### src/rtl/bool_lut_pkg.sv
// Shared types and helpers for the sequential Boolean LUT with its built-in sweep engine.
package bool_lut_pkg;

    typedef enum logic [1:0] {
        IDLE  = 2'd0,
        SWEEP = 2'd1,
        DONE  = 2'd2
    } state_t;

    localparam int N_IN_MAX = 6;

    function automatic int depth_of(input int n);
        return 1 << n;
    endfunction

endpackage

### src/rtl/lut_table.sv
// Serially loaded truth-table register with a registered normal-mode read port
// and a combinational sweep read port.
module lut_table
    import bool_lut_pkg::*;
#(
    parameter int N_IN  = 3,
    parameter int DEPTH = depth_of(N_IN)
) (
    input  logic            i_clk,
    input  logic            i_rst,
    input  logic            i_shift,
    input  logic            i_bit,
    input  logic [N_IN-1:0] i_in,
    input  logic [N_IN-1:0] i_idx,
    output logic            o_y,
    output logic            o_idx_bit
);

    logic [DEPTH-1:0] lut_q;

    // New bits enter at the top so the first bit of a DEPTH-bit load ends at index 0.
    always_ff @(posedge i_clk) begin
        if (i_rst) begin
            lut_q <= '0;
            o_y   <= 1'b0;
        end else begin
            if (i_shift) begin
                lut_q <= {i_bit, lut_q[DEPTH-1:1]};
            end
            o_y <= lut_q[i_in];
        end
    end

    assign o_idx_bit = lut_q[i_idx];

endmodule

### src/rtl/bool_lut_seq.sv
// N-input Boolean function with serial truth-table load, registered output and an
// exhaustive self-sweep that captures f(0..DEPTH-1) and compares it to an expected table.
module bool_lut_seq
    import bool_lut_pkg::*;
#(
    parameter int N_IN  = 3,
    parameter int DEPTH = depth_of(N_IN)
) (
    input  logic             i_clk,
    input  logic             i_rst,
    input  logic [N_IN-1:0]  i_in,
    output logic             o_y,
    input  logic             i_cfg_valid,
    input  logic             i_cfg_bit,
    output logic             o_cfg_done,
    input  logic             i_sweep_start,
    input  logic [DEPTH-1:0] i_exp,
    output logic             o_sweep_busy,
    output logic [N_IN-1:0]  o_sweep_in,
    output logic [DEPTH-1:0] o_sweep_vec,
    output logic             o_sweep_done,
    output logic             o_sweep_match
);

    localparam logic [N_IN-1:0] LAST = {N_IN{1'b1}};

    state_t           state_q, state_d;
    logic [N_IN-1:0]  cfg_cnt_q;
    logic [N_IN-1:0]  sweep_cnt_q;
    logic [DEPTH-1:0] vec_q, vec_next, exp_q;
    logic             match_q, cfg_done_q;
    logic             shift_en, start_en, capture_en, sweep_bit;

    lut_table #(.N_IN(N_IN), .DEPTH(DEPTH)) u_table (
        .i_clk     (i_clk),
        .i_rst     (i_rst),
        .i_shift   (shift_en),
        .i_bit     (i_cfg_bit),
        .i_in      (i_in),
        .i_idx     (sweep_cnt_q),
        .o_y       (o_y),
        .o_idx_bit (sweep_bit)
    );

    always_ff @(posedge i_clk) begin
        if (i_rst) state_q <= IDLE;
        else       state_q <= state_d;
    end

    // Start has priority over a same-cycle cfg bit; the table is frozen outside IDLE.
    always_comb begin
        state_d    = state_q;
        shift_en   = 1'b0;
        start_en   = 1'b0;
        capture_en = 1'b0;
        case (state_q)
            IDLE: begin
                if (i_sweep_start) begin
                    start_en = 1'b1;
                    state_d  = SWEEP;
                end else begin
                    shift_en = i_cfg_valid;
                end
            end
            SWEEP: begin
                capture_en = 1'b1;
                if (sweep_cnt_q == LAST) state_d = DONE;
            end
            DONE:    state_d = IDLE;
            default: state_d = IDLE;
        endcase
    end

    always_comb begin
        vec_next              = vec_q;
        vec_next[sweep_cnt_q] = sweep_bit;
    end

    // Match is computed from the vector including the final capture so it is ready in DONE.
    always_ff @(posedge i_clk) begin
        if (i_rst) begin
            cfg_cnt_q   <= '0;
            cfg_done_q  <= 1'b0;
            sweep_cnt_q <= '0;
            vec_q       <= '0;
            exp_q       <= '0;
            match_q     <= 1'b0;
        end else begin
            cfg_done_q <= shift_en && (cfg_cnt_q == LAST);
            if (shift_en) cfg_cnt_q <= cfg_cnt_q + 1'b1;
            if (start_en) begin
                sweep_cnt_q <= '0;
                vec_q       <= '0;
                match_q     <= 1'b0;
                exp_q       <= i_exp;
            end else if (capture_en) begin
                vec_q       <= vec_next;
                sweep_cnt_q <= sweep_cnt_q + 1'b1;
                if (sweep_cnt_q == LAST) match_q <= (vec_next == exp_q);
            end
        end
    end

    assign o_cfg_done    = cfg_done_q;
    assign o_sweep_busy  = (state_q == SWEEP);
    assign o_sweep_done  = (state_q == DONE);
    assign o_sweep_in    = sweep_cnt_q;
    assign o_sweep_vec   = vec_q;
    assign o_sweep_match = match_q;

endmodule

### config.mk
export PLATFORM = sky130hd
export DESIGN_NAME = bool_lut_seq
export DESIGN_NICKNAME = d
export VERILOG_FILES = /design/src/rtl/bool_lut_pkg.sv /design/src/rtl/lut_table.sv /design/src/rtl/bool_lut_seq.sv
export SDC_FILE = /design/constraint.sdc
export NUM_CORES = 1
export LEC_CHECK = 0
export ABC_AREA = 1
export BUFFER_PORTS_ARGS = -buffer_cell sky130_fd_sc_hd__buf_2
export CORE_ASPECT_RATIO = 0.75
export CORE_MARGIN = 2
export CORE_UTILIZATION = 25
export DETAILED_ROUTE_END_ITERATION = 6
export SYNTH_ARGS = -nofsm -noshare
export SYNTH_HDL_FRONTEND = slang
export SYNTH_SLANG_ARGS = --single-unit
### constraint.sdc
create_clock -name i_clk -period 2.1 [get_ports i_clk]
set_clock_uncertainty 0.2 [all_clocks]
set_input_delay 0.315 -clock i_clk [delete_from_list [all_inputs] [get_ports i_clk]]
set_output_delay 0.315 -clock i_clk [all_outputs]
set_load 0.005 [all_outputs]
# Word level (Yosys, flattened, before mapping)
# Index checks and enable logic that the tools add are counted.
# totals
ff_bits	35
elab_cells	42
# op_classes
n_addsub	2
magnitude_cmp	3
n_eq_ne	7
muxes	15
n_reduce_logical	6
# ops
cell	n
8-bit bitwise mux	1
8-bit == test	1
3-bit by 4-bit less-than comparator with 1-bit output (second input constant)	2
1-bit 2-to-1 mux	8
3-bit by 1-bit adder with 3-bit output (second input constant)	2
1-bit binary-select mux with 3-bit select	2
3-bit == test (second input constant)	2
2-bit 2-to-1 mux	2
2-bit one-hot mux with 2 select lines	1
2-bit AND reduction	2
1-bit demux with 3-bit select	1
3-bit by 1-bit greater-or-equal comparator with 1-bit output (second input constant)	1
2-bit by 1-bit == test with 1-bit output (second input constant)	1
2-bit == test (second input constant)	1
1-bit logical AND	2
2-bit logical NOT	1
2-bit by 1-bit inequality test with 1-bit output (second input constant)	1
2-bit inequality test (second input constant)	1
2-bit OR reduction	1

# Logic depth before layout (Yosys ltp)
# depth
depth_word	6
depth_mapped	14
depth_no_buf	14

# By module
# Synthesis repeated with hierarchy kept, for this count alone.
# unflattened
hier_cells	275
hier_area_um2	1829.3
# by_module_without_submodules
mod	instances	cells_per_inst	area_each_um2
bool_lut_seq	1	203	1368.8
lut_table	1	72	460.4

# Worst setup path before layout
# Ideal clock, no wire load.
# synth_path
kind	reg-to-reg
startpoint	register sweep_cnt_q[1] (netlist: o_sweep_in[1])
endpoint	register match_q (netlist: o_sweep_match)
setup_ns	0.070
t_arrival_ns	1.420
required_ns	1.830
path_slack_ns	0.410
path_stages_with_launch	14
period_less_slack_ns	1.690
cell_sequence	dfxtp_1 nand2_1 nand3b_4 nand2_4 inv_2 nand2_2 nand2_1 nand2_1 nand2_1 nand2_1 inv_1 nor2_1 nand3_1 a21oi_1
# synth_via
elab_chain_len	6
# synth_lines
element	line_no	text
from (decl)	bool_lut_seq.sv:29	logic [N_IN-1:0] sweep_cnt_q;
from (signal assigned)	bool_lut_seq.sv:98	sweep_cnt_q <= sweep_cnt_q + 1'b1;
3-bit by 4-bit less-than comparator with 1-bit output (not written as such) / 3-bit by 1-bit greater-or-equal comparator with 1-bit output (equally long branches)	bool_lut_seq.sv:76	vec_next[sweep_cnt_q] = sweep_bit;
1-bit logical AND (not written as such)	bool_lut_seq.sv:76	
1-bit 2-to-1 mux (not written as such)	bool_lut_seq.sv:76	
1-bit demux with 3-bit select	bool_lut_seq.sv:76	
8-bit bitwise mux	bool_lut_seq.sv:76	
8-bit == test	bool_lut_seq.sv:99	if (sweep_cnt_q == LAST) match_q <= (vec_next == exp_q);
to (signal assigned)	bool_lut_seq.sv:99	
to (decl)	bool_lut_seq.sv:31	logic match_q, cfg_done_q;
# Parallel ways exist; a longest one is shown, timed or not. The select of a mux whose other input is x is not followed.
# A chain may end at the register's enable or synchronous reset.

# Worst setup path in the final report
# Same ends and word-level chain as after synthesis.

==> impl_results.md <==
- LEAKAGE: 1.06 nW
- Layout Cells excl Fill: 403
- Final min period: 1.86 ns
- Setup_tns: 0 ns
- Slew Limit Fails: 0
- Syn Nets: 289
- Crit end category: register
- Kind of critical path: register to register
- #FFs+latches synth: 35
- Count leader, synth: nand2_1
- Placeable core area: 6900 sq um
- Die Height: 77.4 microns
- Worst reg-to-reg setup slack: 0.24 ns
- Routed len/inst: 11.1 microns
- Fillers: 783
- Post-Syn Area per Cell: 6.68 sq um
- VDD IR max: 243 uV
- Highest Signal Layer: met4
- Vias in the first global route: 1640
- Synth cell types: 27
- Die width: 102 microns
- PortBufs: 31
- CTS hold repair buffers: 0
- Crit path DAT: 1.87 ns
- Die area: 7890 sq um
- RSZ-0062 raised after global routing: false
- Layout cells sized above 1: 20.3%
- Top cells by instance count after synthesis: 62 x nand2_1, 39 x inv_1, 35 x dfxtp_1, 31 x o21ai_0, 28 x a21oi_1
- CP startpoint kind: register
- Setup violators final: 0
- Inst Count DP: 397
- Reg clk slew, reported paths: 0.07 ns
- Via-to-Cell Ratio: 4.33
- Synth top area share: 39.0%
- Initial antenna violation count: 0
- Seq/Total Area, Yosys: 39.0%
- Worst EP required: 2.11 ns
- Pre-antenna DRT Iters: 5
- Top post-synthesis cells by area: dfxtp_1 39%, nand2_1 13%, o21ai_0 8.6%
- Gpl congestion: 0.847
- Register Area: 704 sq um
- Total GRT Usage: 12.2%
- Area delta synth->final: 20.5%
- Final Hold Viols: 0
- EDFF count, synth: 0
- Critical path buffers and inverters: 2
- Warnings from Yosys: 0
- Max Cap Viol: 0
- Crit-path slowest cell: dfxtp_2
- CTS Buffer Depth: 2
- CTS buffer count: 5
- Vias: 1746
- Post-Route WL: 4470 microns
- Routed Antenna Nets: 0
- Crit path max-delay family: simple AND/OR/NAND/NOR gates
- Slew at the pin with the worst max-slew slack: 0.560 ns
- Hold Path Class: primary input to register
- Hpwl dp: 3450 microns
- CP most frequent cell: nand2_1
- Power Dens Cells: 649 nW/um^2
- Root Buffer: clkbuf_8
- Multi-input gate area: 908 sq um
- Global-route wire length before repair: 7550 microns
- Main synth FF type: dfxtp_1
- DR iter-0 viols: 105
- Detail Route met2 WL: 1830 microns
- Fin crit share: 88.6%
- Ys async rst share: 0%
- Remaining global-route overflow: 0
- Largest net degree at the start of global routing: 21
- Cells after Synth: 269
- Sequence of cells on the critical path: nor2_1, nand3_1, nand2_2, inv_2, nand2_2, nand2_1, nand2_1, nand2_1, nand2_1, inv_1, nor2_1, nand3_1, a21oi_1
- Fin nets: 326
- DR DRC count: 0
- Critical path fanouts, max: 9
- Top-level I/O count: 32
- Clock Latency Late Sink: 0.28 ns
- Met3 wire len: 279 microns
- Peak per-stage delay on the critical path: 0.38 ns
- Relative slew slack: 62.6%
- CTS tree: yes
- Area leader, netlist: dfxtp_1
- H-tree depth: 2
- Fmax: 537 MHz
- Sink Count: 35
- Status: finished, final reports clean
- # diodes: 0
- Post-synthesis cell area: 1800 sq um
- Metal-1 WL: 2340 microns
- Starting Density: 26.1%
- Row count: 26
-- metal layers --
layer	vias to the layer above	global-route usage [%]
met3	2	3.24
met2	38	17.9
li1	931	-
met5	-	0
met1	775	17.4
met4	0	3.47
-- kinds of logic (layout without fill, tap and decap cells) --
| logic type | Yosys count | in the layout | share of synthesized area (%) |
|---|---|---|---|
| AND/OR/NAND/NOR | 116 | 116 | 29.3 |
| AO/OA/AOI/OAI | 64 | 64 | 18.4 |
| buffers and inverters | 50 | 86 | 10.5 |
| flip-flops | 35 | 35 | 39.0 |
| adder cells (fa/ha/maj) | 4 | 4 | 2.78 |
-- cells in the final DEF (no fill, tap or decap), drive strengths merged --
| cell type | count |
|---|---|
| a31oi | 1 |
| o21ai | 32 |
| nand2 | 65 |
| nor4 | 1 |
| a221oi | 1 |
| or2 | 4 |
| inv | 44 |
| nand4 | 2 |
| dfxtp | 35 |
| clkbuf | 6 |
| buf | 36 |
| ha | 4 |
| nand3b | 1 |
| o211ai | 1 |
| nand3 | 15 |
| nor2 | 28 |
| a21oi | 28 |
| a311oi | 1 |
-- flip-flops by register name, summed over array words and instances (netlist names) --
register       count
exp_q              8
o_sweep_vec        8
u_table.lut_q      8
cfg_cnt_q          3
o_sweep_in         3
state_q            2
o_cfg_done         1
o_sweep_match      1
u_table.o_y        1
-- worst reg2reg max path: stages (launching register included) --
cell and delay (ns):
dfxtp_2 0.38, nor2_1 0.27, nand3_1 0.13, nand2_2 0.12, inv_2 0.04, nand2_2 0.07, nand2_1 0.07, nand2_1 0.08
nand2_1 0.05, nand2_1 0.06, inv_1 0.04, nor2_1 0.09, nand3_1 0.08, a21oi_1 0.12
-- where the power goes --
group | switching [mW] | internal [mW] | total (mW) | leakage (nW)
clock | 0.218 | 0.221 | 0.439 | 0.0371
sequential | 0.0274 | 0.705 | 0.732 | 0.288
combinational | 0.145 | 0.0894 | 0.234 | 0.739
total | 0.391 | 1.02 | 1.41 | 1.06
-- final timing paths --
| path | to | from | cells past startpoint |
|---|---|---|---|
| setup reg to reg | o_sweep_match | o_sweep_in[1] | 13 |
| hold reg to reg | cfg_cnt_q[0] | cfg_cnt_q[0] | 2 |
| setup / recovery | o_sweep_match | o_sweep_in[1] | 13 |
| hold / removal | u_table.o_y | i_in[2] | 2 |
-- final cells by class --
class	instances	share of cell area, %
clock buffers	6	3.35
multi-input cells	184	41.9
well taps	98	5.66
flip-flops and latches	35	32.5
repair buffers	36	8.90
inverters	44	7.63
-- through the flow --
stage	utilization [%]	hold slack (ns)	cell area, sq um	setup slack (ns)	total power [mW]
final	31.4	0.0463	2170	0.239	1.41
after floorplan	-	0.184	1800	0.410	0.899
after CTS	31.3	0.0393	2160	0.0769	1.42
after detailed placement	30.3	0.266	2090	0.101	0.981
after global placement	30.3	0.256	2090	0.166	0.979
after global routing	31.4	0.0370	2170	0.0254	1.51
-- timing repair --
item,4_1_cts,5_1_grt
resized for setup,0,3
setup buffers,0,0
endpoints found under the hold margin,0,0
setup endpoints to repair,0,1
Note: power is estimated with default switching activity, not from simulation.
